`config.mk`:
```
export PLATFORM = sky130hd
export DESIGN_NAME = mem_access_stage
export DESIGN_NICKNAME = d
export VERILOG_FILES = /design/src/rtl/mem_stage_pkg.sv /design/src/rtl/mem_lane_align.sv /design/src/rtl/mem_access_stage.sv
export SDC_FILE = /design/constraint.sdc
export NUM_CORES = 1
export LEC_CHECK = 0
export CORE_MARGIN = 5
export CORE_UTILIZATION = 44
export DETAILED_ROUTE_END_ITERATION = 16
export PLACE_DENSITY = 0.79
export SETUP_SLACK_MARGIN = 0.15
export SLEW_MARGIN = 20
export SYNTH_ARGS = -nofsm -noshare
export SYNTH_HDL_FRONTEND = slang
export SYNTH_SLANG_ARGS = --single-unit
export TNS_END_PERCENT = 30
```
`constraint.sdc`:
```
create_clock -name CLK -period 2.2 [get_ports CLK]
set_clock_uncertainty 0.15 [all_clocks]
set_input_delay 0.44 -clock CLK [delete_from_list [all_inputs] [get_ports CLK]]
set_output_delay 0.44 -clock CLK [all_outputs]
set_load 0.01 [all_outputs]
```
`src/rtl/mem_stage_pkg.sv`:
```
// Shared encodings for the MEM-stage data-memory access unit: access sizes,
// FSM states, timeout counter width and the alignment rule.
package mem_stage_pkg;

  typedef enum logic [1:0] {
    SZ_BYTE = 2'b00,
    SZ_HALF = 2'b01,
    SZ_WORD = 2'b10
  } mem_size_e;

  typedef enum logic [1:0] {
    ST_IDLE = 2'b00,
    ST_REQ  = 2'b01,
    ST_DONE = 2'b10
  } state_e;

  localparam int CNT_W = 10;

  // Size encoding 2'b11 is treated as a word access, like 2'b10.
  function automatic logic misaligned(input logic [1:0] size, input logic [1:0] off);
    if (size == SZ_BYTE) return 1'b0;
    if (size == SZ_HALF) return off[0];
    return off != 2'b00;
  endfunction

endpackage

```
`src/rtl/mem_lane_align.sv`:
```
// Byte-lane steering for the data-memory port: store byte enables and data
// replication on the request side, load lane extract and extend on the response side.
module mem_lane_align
  import mem_stage_pkg::*;
(
  input  logic [1:0]  req_off,
  input  logic [1:0]  req_size,
  input  logic [31:0] store_data,
  output logic [3:0]  byte_en,
  output logic [31:0] lane_wdata,
  input  logic [1:0]  rsp_off,
  input  logic [1:0]  rsp_size,
  input  logic        rsp_signed,
  input  logic [31:0] rdata,
  output logic [31:0] load_data
);

  logic signed [7:0]  lane_b;
  logic signed [15:0] lane_h;

  always_comb begin
    byte_en    = 4'b1111;
    lane_wdata = store_data;
    if (req_size == SZ_BYTE) begin
      byte_en    = 4'b0001 << req_off;
      lane_wdata = {4{store_data[7:0]}};
    end else if (req_size == SZ_HALF) begin
      byte_en    = 4'b0011 << {req_off[1], 1'b0};
      lane_wdata = {2{store_data[15:0]}};
    end
  end

  always_comb begin
    lane_b    = rdata[{rsp_off, 3'b000} +: 8];
    lane_h    = rsp_off[1] ? rdata[31:16] : rdata[15:0];
    load_data = rdata;
    if (rsp_size == SZ_BYTE)
      load_data = rsp_signed ? 32'(lane_b) : {24'b0, lane_b};
    else if (rsp_size == SZ_HALF)
      load_data = rsp_signed ? 32'(lane_h) : {16'b0, lane_h};
  end

endmodule

```
`src/rtl/mem_access_stage.sv`:
```
// MEM-stage load/store unit: issues one registered request per access on a
// variable-latency data-memory port and stalls the pipeline until it completes.
module mem_access_stage
  import mem_stage_pkg::*;
#(
  parameter int TIMEOUT = 255
) (
  input  logic        CLK,
  input  logic        RST,
  input  logic        MemReadM,
  input  logic        MemWriteM,
  input  logic [1:0]  MemSizeM,
  input  logic        MemSignedM,
  input  logic        RegWriteM,
  input  logic [31:0] ALUOutM,
  input  logic [31:0] WriteDataM,
  output logic [31:0] ReadDataM,
  output logic        RegWriteGatedM,
  output logic        StallM,
  output logic        MisalignM,
  output logic        BusErrM,
  output logic        dmem_req,
  output logic        dmem_we,
  output logic [29:0] dmem_addr,
  output logic [3:0]  dmem_be,
  output logic [31:0] dmem_wdata,
  input  logic [31:0] dmem_rdata,
  input  logic        dmem_ack
);

  localparam logic [CNT_W-1:0] LAST = CNT_W'(TIMEOUT - 1);

  state_e           state;
  logic [CNT_W-1:0] cnt;
  logic [1:0]       off_q;
  logic [1:0]       size_q;
  logic             sgn_q;
  logic             load_q;
  logic             access;
  logic             start;
  logic [3:0]       req_be;
  logic [31:0]      req_wdata;
  logic [31:0]      load_data;

  assign access         = MemReadM | MemWriteM;
  assign MisalignM      = access & misaligned(MemSizeM, ALUOutM[1:0]);
  assign start          = (state == ST_IDLE) & access & ~MisalignM;
  assign StallM         = start | (state == ST_REQ);
  assign RegWriteGatedM = RegWriteM & ~MisalignM & ~BusErrM;

  // Response side uses the fields latched at request time, not the live inputs.
  mem_lane_align u_align (
    .req_off    (ALUOutM[1:0]),
    .req_size   (MemSizeM),
    .store_data (WriteDataM),
    .byte_en    (req_be),
    .lane_wdata (req_wdata),
    .rsp_off    (off_q),
    .rsp_size   (size_q),
    .rsp_signed (sgn_q),
    .rdata      (dmem_rdata),
    .load_data  (load_data)
  );

  always_ff @(posedge CLK) begin
    if (RST) begin
      state      <= ST_IDLE;
      cnt        <= '0;
      dmem_req   <= 1'b0;
      dmem_we    <= 1'b0;
      dmem_addr  <= '0;
      dmem_be    <= '0;
      dmem_wdata <= '0;
      ReadDataM  <= '0;
      BusErrM    <= 1'b0;
      off_q      <= '0;
      size_q     <= '0;
      sgn_q      <= 1'b0;
      load_q     <= 1'b0;
    end else begin
      case (state)
        ST_IDLE: begin
          if (start) begin
            dmem_req   <= 1'b1;
            dmem_we    <= MemWriteM;
            dmem_addr  <= ALUOutM[31:2];
            dmem_be    <= req_be;
            dmem_wdata <= req_wdata;
            off_q      <= ALUOutM[1:0];
            size_q     <= MemSizeM;
            sgn_q      <= MemSignedM;
            load_q     <= MemReadM & ~MemWriteM;
            cnt        <= '0;
            state      <= ST_REQ;
          end
        end
        ST_REQ: begin
          // An ack on the last allowed cycle still wins over the timeout.
          if (dmem_ack) begin
            if (load_q) ReadDataM <= load_data;
            dmem_req <= 1'b0;
            state    <= ST_DONE;
          end else if (cnt == LAST) begin
            BusErrM   <= 1'b1;
            ReadDataM <= '0;
            dmem_req  <= 1'b0;
            state     <= ST_DONE;
          end else begin
            cnt <= cnt + 1'b1;
          end
        end
        ST_DONE: begin
          BusErrM <= 1'b0;
          state   <= ST_IDLE;
        end
        default: state <= ST_IDLE;
      endcase
    end
  end

endmodule

```
; ---- After elaboration in Yosys (flattened, before gate mapping)
; Index checks and enable logic that the tools add are counted.
[word_totals]
elab_cells = 86
out_inout_bits = 104
inputBits = 105
ff_bits = 119
[classes]
n_bitwise = 11
n_reduce_logical = 13
eq_ne = 11
addsub = 1
mux = 34
n_shift = 3
[ops]
columns = op, n
row1 = 2-to-1 mux 32 bit, 9
row2 = variable part select 32 x 6 -> 8 bit, 1
row3 = 2-to-1 mux 10 bit, 3
row4 = one-hot mux 10 bit (2 select lines), 1
row5 = 2-to-1 mux 16 bit, 1
row6 = 2-to-1 mux 1 bit, 12
row7 = adder 10 x 1 -> 10 bit (second input constant), 1
row8 = equality test 10 x 8 -> 1 bit (second input constant), 1
row9 = AND reduction 3 bit, 3
row10 = 2-to-1 mux 4 bit, 2
row11 = nonzero test 2 bit, 4
row12 = bitwise AND 1 bit, 6
row13 = equality test 2 x 1 -> 1 bit (second input constant), 3
row14 = zero test 2 bit, 3
row15 = 2-to-1 mux 2 bit, 3
row16 = != test 2 bit (second input constant), 3
row17 = != test 2 x 1 -> 1 bit (second input constant), 2
row18 = one-hot mux 1 bit (2 select lines), 2
row19 = one-hot mux 2 bit (2 select lines), 1
row20 = AND reduction 2 bit, 2
row21 = AND reduction 4 bit, 1
row22 = << shifter 1 x 2 -> 4 bit (first input constant), 1
row23 = << shifter 2 x 2 -> 4 bit (first input constant), 1
row24 = != test 3 x 2 -> 1 bit (second input constant), 1
row25 = other kinds (3), 6

; ---- Logic depth before layout (Yosys ltp)
; Gate-level depths: netlist of the first run.
[logic_depth]
ltp_word = 10
mapped_depth = 8
mapped_depth_nobuf = 7

; ---- Hierarchy
; From an unflattened synthesis of the first run, not the netlist that was laid out.
[hier_totals]
cells_unflattened = 730
hier_area_um2 = 5883.1
[by_module_without_submodules]
columns = module, seq_area_each_um2, cells_per_inst, n_inst, area_each_um2
row1 = mem_access_stage, 2382.3, 552, 1, 4564.4
row2 = mem_lane_align, 0.0, 178, 1, 1318.8

; ---- Least setup slack after synthesis of the first run
; No wires, ideal clock.
[synth_timing]
path_type = register to register
from = register off_q[0]
to = register ReadDataM[10]
stages_incl_launch_ff = 6
required_ns = 1.933
period_less_slack_ns = 1.835
n_path_buf = 1
t_arrival_ns = 1.568
slack_ns = 0.365
setup_ns = 0.117
path_cell_list = dfxtp_1 -> buf_6 -> mux4_2 -> a211oi_2 -> nor2_2 -> a22o_1
[synth_via]
elab_chain_cells = 5
[synth_rtl]
columns = element, line_no
row1 = "start, declared", mem_access_stage.sv:35  ; logic [1:0] off_q;
row2 = "start signal, assigned", mem_access_stage.sv:89  ; off_q <= ALUOutM[1:0];
row3 = variable part select 32 x 6 -> 8 bit, mem_lane_align.sv:34  ; lane_b = rdata[{rsp_off, 3'b000} +: 8];
row4 = 2-to-1 mux 32 bit, mem_lane_align.sv:38  ; load_data = rsp_signed ? 32'(lane_b) : {24'b0, lane_b};
row5 = 2-to-1 mux 32 bit, mem_lane_align.sv:37  ; if (rsp_size == SZ_BYTE)
row6 = 2-to-1 mux 32 bit, mem_access_stage.sv:100  ; if (load_q) ReadDataM <= load_data;
row7 = 2-to-1 mux 32 bit, mem_access_stage.sv:99  ; if (dmem_ack) begin
row8 = "end signal, assigned", mem_access_stage.sv:100
row9 = "end, declared", mem_access_stage.sv:17  ; output logic [31:0] ReadDataM,
; Every way passes these cells. The select of a mux whose other input is x is not followed.
; A chain may end at the register's enable or synchronous reset.

; ---- Worst setup path in the final report of the first run
[layout_timing]
from = input port dmem_rdata[31]
to = register ReadDataM[18]
[layout_via]
elab_chain_cells = 6
elab_cells_between_ends = 8
classes_between = shift (1) / mux (7)
[layout_rtl]
columns = element, line_no
row1 = "start, declared", mem_access_stage.sv:27  ; input logic [31:0] dmem_rdata,
row2 = "parallel branches: the longest is 3 deep, another holds variable part select 32 x 6 -> 8 bit", --
row3 = 2-to-1 mux 32 bit *, mem_lane_align.sv:37
row4 = 2-to-1 mux 32 bit *, mem_access_stage.sv:100
row5 = 2-to-1 mux 32 bit *, mem_access_stage.sv:99
; Mark *: on every way between the ends. The select of a mux whose other input is x is not followed.

==> results of run 1 <==
-- timing repair --
action / 4_1_cts / 5_1_grt
endpoints found under the setup margin: 3 / 4
buffers inserted: 1 / 0
gates resized for setup: 21 / 2
pin swaps: 2 / 0
-- report_power, final --
group / switching (W) / internal (W)
sequential: 0.0000723 / 0.00228
combinational: 0.000542 / 0.000591
clock: 0.000969 / 0.00194
total: 0.00158 / 0.00481
-- metrics by stage --
step | power [W] | area (um2) | instances | hold WS (ns)
2_1_floorplan | 0.00290 | 5300 | 647 | 0.308
3_3_place_gp | 0.00349 | 7650 | 982 | 0.285
3_5_place_dp | 0.00352 | 7650 | 982 | 0.297
4_1_cts | 0.00642 | 8270 | 1015 | 0.163
5_1_grt | 0.00665 | 8280 | 1015 | 0.164
6_report | 0.00640 | 8280 | 1015 | 0.185
-- cell families (layout without fill, tap and decap cells) --
family	Yosys count	after routing	synth area share, %
xor+xnor	5	5	0.827
simple gates	252	252	20.7
fa+ha+maj	2	2	0.472
mux	27	27	7.01
buf+inv	64	285	5.01
compound gates	178	178	21.0
flops	119	119	45.0
-- synthesized netlist by cell type (3+ instances only) --
master    count
nor2_1       38
a21oi_1      67
mux2i_1      18
nand2_1     154
a211oi_1      8
a22o_1        7
dfxtp_1     119
a221o_1       8
inv_1        15
o22ai_1      15
o21ai_1       5
a311oi_1     10
clkbuf_1     33
xnor2_1       3
nor2b_1      26
o21ai_0      41
nor3_1       17
buf_2        13
mux4_2        8
-- worst max-delay path, delay by kind of cell --
kind | cells | cell delay [ns]
compound gates | 4 | 0.58
mux | 1 | 0.25
buf+inv | 3 | 0.82
-- layout make-up --
cell class | count | area, um2
Multi-Input combinational cell | 464 | 2690
Clock buffer | 22 | 464
Timing Repair Buffer | 238 | 2360
Tap cell | 147 | 184
Fill cell | 907 | 3630
Clock inverter | 10 | 150
Inverter | 15 | 56.3
Sequential cell | 119 | 2380
-- routing by layer --
layer	vias up	part of all wire [%]	global-route usage, %
met3	38	11	11.5
met5	-	0	0
met2	290	48	40.8
met4	0	2.7	11.5
met1	2554	37	25.9
li1	2669	-	-
-- cell usage in the layout (no fill, tap or decap), types with 3 or more instances in the layout --
master / instances
a211oi_1: 8
a21oi_1: 65
a221o_1: 8
a22o_1: 7
a311oi_1: 10
buf_12: 5
buf_2: 3
buf_4: 25
bufinv_16: 4
clkbuf_1: 3
clkbuf_16: 17
clkdlybuf4s50_1: 198
clkinv_2: 6
dfxtp_1: 119
dlygate4sd2_1: 4
inv_1: 15
mux2i_1: 18
mux4_2: 8
nand2_1: 154
nor2_1: 36
nor2_2: 3
nor2b_1: 26
nor3_1: 15
o21ai_0: 41
o21ai_1: 4
o22ai_1: 15
xnor2_1: 3
-- sequential cells by signal (all words and copies together) (netlist names), 2 cells and up --
register,cells
ReadDataM,32
cnt,10
dmem_addr,30
dmem_be,4
dmem_wdata,32
off_q,2
size_q,2
state,2
-- path summary, 6_finish.rpt --
check	from	endpoint	slack (ns)
max	dmem_rdata[31]	ReadDataM[18]$_SDFFE_PP0P_	0.25
min	RST	cnt[8]$_SDFFE_PP0P_	0.18
max reg2reg	cnt[4]$_SDFFE_PP0P_	ReadDataM[8]$_SDFFE_PP0P_	0.27
min reg2reg	ReadDataM[5]$_SDFFE_PP0P_	ReadDataM[5]$_SDFFE_PP0P_	0.30
==> metrics.txt, run 1 <==
Post-Route WL=17,400 um; critical path's largest stage delay=0.44 ns; H-tree levels=4; hold crit path type=in2reg; Leak Pwr=3.13 nW; total number of vias=5,551; total number of yosys warnings=0; CTS tree=done; Critical Path RT=2.34 ns; crit share post-route=88.8%; Post-synth ARST share=0%; sequential area share after synthesis=45.0%; total track usage=24.4%; share of layout cells above drive strength 1=10.0%; TritonRoute pass-1 iters=6; clock root cell=clkbuf_16; Slew Limit Fails=0; detailed placer's ending HPWL=12,500 um; worst r2r path cells=5; Synth area leaders=dfxtp_1 (45%), nand2_1 (11%), a21oi_1 (6.3%), o21ai_0 (3.9%), mux2i_1 (3.4%); Die Span X=120 um; Final Worst Setup Slack=0.246 ns; insertion delay to the later sink of the worst-skew pair=0.41 ns; post-synth top area share=45.0%; Initial Util=44.5%; worst-margin pin slew=0.784 ns; Post-DRT Antenna Nets=0; Die Y-Extent=120 um; Max Cap Viol=0; Max IR drop VDD=566 uV; global-route wire length before repair=27,900 um; drt via density=5.47; GRT overflow=0; # setup viols final=0; 1st-iter DRT viols=472; Core Region=11,900 um2; clk buf depth=2; CP Cell Sequence=clkdlybuf4s50_1, buf_4, mux2_2, o21ai_0, a21oi_1, o21bai_1, buf_4, o21ai_0; Die Area=14,300 um2; number of CTS-inserted buffers=17; mean post-synth cell area=8.19 um2; Fin. Hold Viols=0; Cells after Synth=647; Yosys reg bits=119; Avg WL per Cell=17.2 um; Post-CTS Hold Fix Bufs=0; TNS Setup=0 ns; GPL Wtd Cong=0.863; RSZ-0062 raised after global routing=true; Max Fclk=512 MHz; crit path launch type=primary input; Top Ports=209; hold depth=2; clk slew on worst S/H paths=0.05 ns; Rel. slew slack=47.7%; Layout Utilization=69.5%; Worst Path Arrival=2.09 ns; vias in the first global route=5,644; Layout area overhead=56.3%; # rows=40; CP Capture Type=flop; dominant cell type by area after synthesis=dfxtp_1; largest net degree at the start of global routing=77; drt drc=0; clk sinks=119; input/output buffers=208; Syn Nets=754; Final Critical Period=1.95 ns; Setup WS pre-CTS=-0.356 ns; # nets final=962; status=finished clean; Antenna Cells=0; number of enable flip-flop cells after synthesis=0; Post-Syn Area=5300 um2; initial antenna violation count=0; kind of critical path=in2reg; Max FO, Critical Path=10; prevailing post-synth register cell=dfxtp_1; post-synthesis cell type count=52; power per cell area=773 nW/um2; master of the slowest instance on the critical path=clkdlybuf4s50_1
(Power assumes the default switching activity.)
==> inputs of run 2 (changes only) <==
--- a/config.mk
+++ b/config.mk
@@ -6,9 +6,10 @@
 export NUM_CORES = 1
 export LEC_CHECK = 0
 export CORE_MARGIN = 5
-export CORE_UTILIZATION = 44
+export CORE_UTILIZATION = 50
 export DETAILED_ROUTE_END_ITERATION = 16
-export PLACE_DENSITY = 0.79
+export DONT_BUFFER_PORTS = 1
+export PLACE_DENSITY = 0.63
 export SETUP_SLACK_MARGIN = 0.15
 export SLEW_MARGIN = 20
 export SYNTH_ARGS = -nofsm -noshare
==> constraint.sdc (replaced) <==
create_clock -name CLK -period 2.5 [get_ports CLK]
set_clock_uncertainty 0.15 [all_clocks]
set_input_delay 0.5 -clock CLK [delete_from_list [all_inputs] [get_ports CLK]]
set_output_delay 0.5 -clock CLK [all_outputs]
set_load 0.01 [all_outputs]
==> run 2 against run 1 <==
  * Sequential power shrank 8.9%
  * Setup slack gained 0.010 ns
  * Clock power shrank 15%
  * Via count shrank 13%
  * Combinational power shrank 48%
  * First-iteration DRC count shrank 37%
  * Critical path type is now in2out
  * Largest power group unchanged
  * Highest routed layer unchanged
==> metrics.txt, run 2 (synthesis gave the netlist of run 1 again) <==
GPL Wtd Cong=0.864 (was 0.863); TritonRoute pass-1 iters=5 (was 6); detailed placer's ending HPWL=10,100 um (was 12,500 um); clk slew on worst S/H paths=0.05 ns (about the same); total track usage=23.5% (was 24.4%); Max Cap Viol=0 (unchanged); Final Critical Period=2.24 ns; crit share post-route=89.8%; initial antenna violation count=0 (unchanged); r2r endpoint=dmem_wdata[4]$_SDFFE_PP0P_ (was ReadDataM[8]$_SDFFE_PP0P_); vias in the first global route=4,604 (was 5,644); worst-margin pin slew=0.596 ns (was 0.784 ns); Post-Route WL=15,500 um (was 17,400 um); most common cell after layout, fill and taps aside=nand2_1 (was clkdlybuf4s50_1); Slew Limit Fails=0 (unchanged); crit path launch type=primary input (unchanged); number of CTS-inserted buffers=17 (unchanged); worst flop-to-flop path startpoint=state[0]$_SDFFE_PP0P_ (was cnt[4]$_SDFFE_PP0P_); Die Span X=113 um (was 120 um); clk buf depth=2 (unchanged); Top Ports=209 (unchanged); power per cell area=783 nW/um2 (was 773 nW/um2); Worst Path Arrival=1.59 ns (was 2.09 ns); M2 GR Usage=39.5% (was 40.8%); TNS Setup=0 ns (unchanged); Post-DRT Antenna Nets=0 (unchanged); Die Y-Extent=113 um (was 120 um); Initial Util=51.3% (was 44.5%); Avg WL per Cell=18.5 um (was 17.2 um); insertion delay to the later sink of the worst-skew pair=0.51 ns (was 0.41 ns); hold crit path type=in2reg (unchanged); clk sinks=119 (unchanged); commonest cells after routing, fill and taps aside=nand2_1 (154), dfxtp_1 (119), a21oi_1 (66), dlygate4sd3_1 (55), o21ai_0 (41) (was clkdlybuf4s50_1 (198), nand2_1 (154), dfxtp_1 (119), a21oi_1 (65), o21ai_0 (41)); Core Region=10,300 um2 (was 11,900 um2); Leak Pwr=2.47 nW (was 3.13 nW); GR Util met1=28.0% (was 25.9%); largest net degree at the start of global routing=80 (was 77); CTS tree=done (unchanged); # rows=37 (was 40); 1st-iter DRT viols=296 (was 472); Final Worst Setup Slack=0.256 ns (was 0.246 ns); WHS Endpoint=ReadDataM[28]$_SDFFE_PP0P_ (was cnt[8]$_SDFFE_PP0P_); status=finished clean (unchanged); Layout area overhead=25.0% (was 56.3%); Rel. slew slack=60.2% (was 47.7%); kind of critical path=in2out (was in2reg); # nets final=796 (was 962); total number of vias=4,852 (was 5,551); RSZ-0062 raised after global routing=false (was true); hold wc startpoint=dmem_rdata[28] (was RST); Antenna Cells=0 (unchanged); hold depth=2 (unchanged); Max FO, Critical Path=5 (was 10); Max IR drop VDD=431 uV (was 566 uV); CP Capture Type=primary output (was flop); worst reg-to-reg setup slack=0.32 ns (was 0.27 ns); drt drc=0 (unchanged); global-route wire length before repair=24,300 um (was 27,900 um); global route hottest layer=met2 (unchanged); # setup viols final=0 (unchanged); Setup WS pre-CTS=0.375 ns (was -0.356 ns); GRT met3 Usage=8.29% (was 11.5%); worst r2r path cells=6 (was 5); share of layout cells above drive strength 1=9.69% (was 10.0%); Fin. Hold Viols=0 (unchanged); GRT overflow=0 (unchanged); input/output buffers=0 (was 208); clock root cell=clkbuf_8 (was clkbuf_16); Max Fclk=446 MHz; biggest regs=ReadDataM x32, dmem_wdata x32, dmem_addr x30 (unchanged); drt via density=5.79 (was 5.47); Die Area=12,800 um2 (was 14,300 um2); H-tree levels=4 (unchanged); Critical Path RT=1.85 ns (was 2.34 ns)
## run 2: timing repair
action / CTS / global route
cloned: 0 / 1
hold endpoints to repair: 87 / 0
setup buffers: 0 / 3
hold buffers: 56 / 0
setup endpoints to repair: 1 / 3
resized for setup: 1 / 1
## run 2: critical path, cell delays in order
cell and delay, ns:
nor2_1 0.44, nor3_1 0.25, nor3b_1 0.40
## run 2: worst max-delay path by stage
stage / slack (ns) / cells past startpoint / to / from
4_1_cts: 0.21 / 3 / StallM / state[0]$_SDFFE_PP0P_
3_5_place_dp: 0.38 / 3 / RegWriteGatedM / ALUOutM[1]
6_report: 0.26 / 3 / RegWriteGatedM / ALUOutM[1]
2_1_floorplan: 0.57 / 5 / StallM / MemWriteM
5_1_grt: 0.17 / 3 / RegWriteGatedM / ALUOutM[1]
3_3_place_gp: 0.40 / 3 / RegWriteGatedM / ALUOutM[0]
## run 2: metrics by stage
step | power, W | util, % | std cells | area, um2 | hold WS [ns]
after global routing | 0.00540 | 64.2 | 838 | 6620 | 0.0118
after CTS | 0.00521 | 63.8 | 834 | 6590 | 0.00470
after floorplan | 0.00255 | - | 647 | 5300 | 0.308
after global placement | 0.00263 | 52.3 | 746 | 5400 | 0.321
final | 0.00518 | 64.2 | 838 | 6620 | 0.0235
after detailed placement | 0.00265 | 52.3 | 746 | 5400 | 0.331
## run 2: where the power goes
| part | switching, W | internal [W] |
|---|---|---|
| Sequential | 0.000129 | 0.00201 |
| Combinational | 0.000319 | 0.000271 |
| Clock | 0.000863 | 0.00160 |
| Total | 0.00131 | 0.00387 |
## run 2: metal layers
metal	part of all wire [%]	vias to the layer above	wire length (um)
li1	-	2345	-
met1	40	2302	6220
met2	50	188	7700
met3	9.2	17	1420
met4	1.2	0	184
met5	0	-	0
## run 2: cell type report
class	instances	area (um2)
fill	874	3700
multi-input combinational	465	2690
sequential	119	2380
timing repair buffer	71	716
clock buffer	21	459
tap	136	170
clock inverter	11	148
inverter	15	56.3
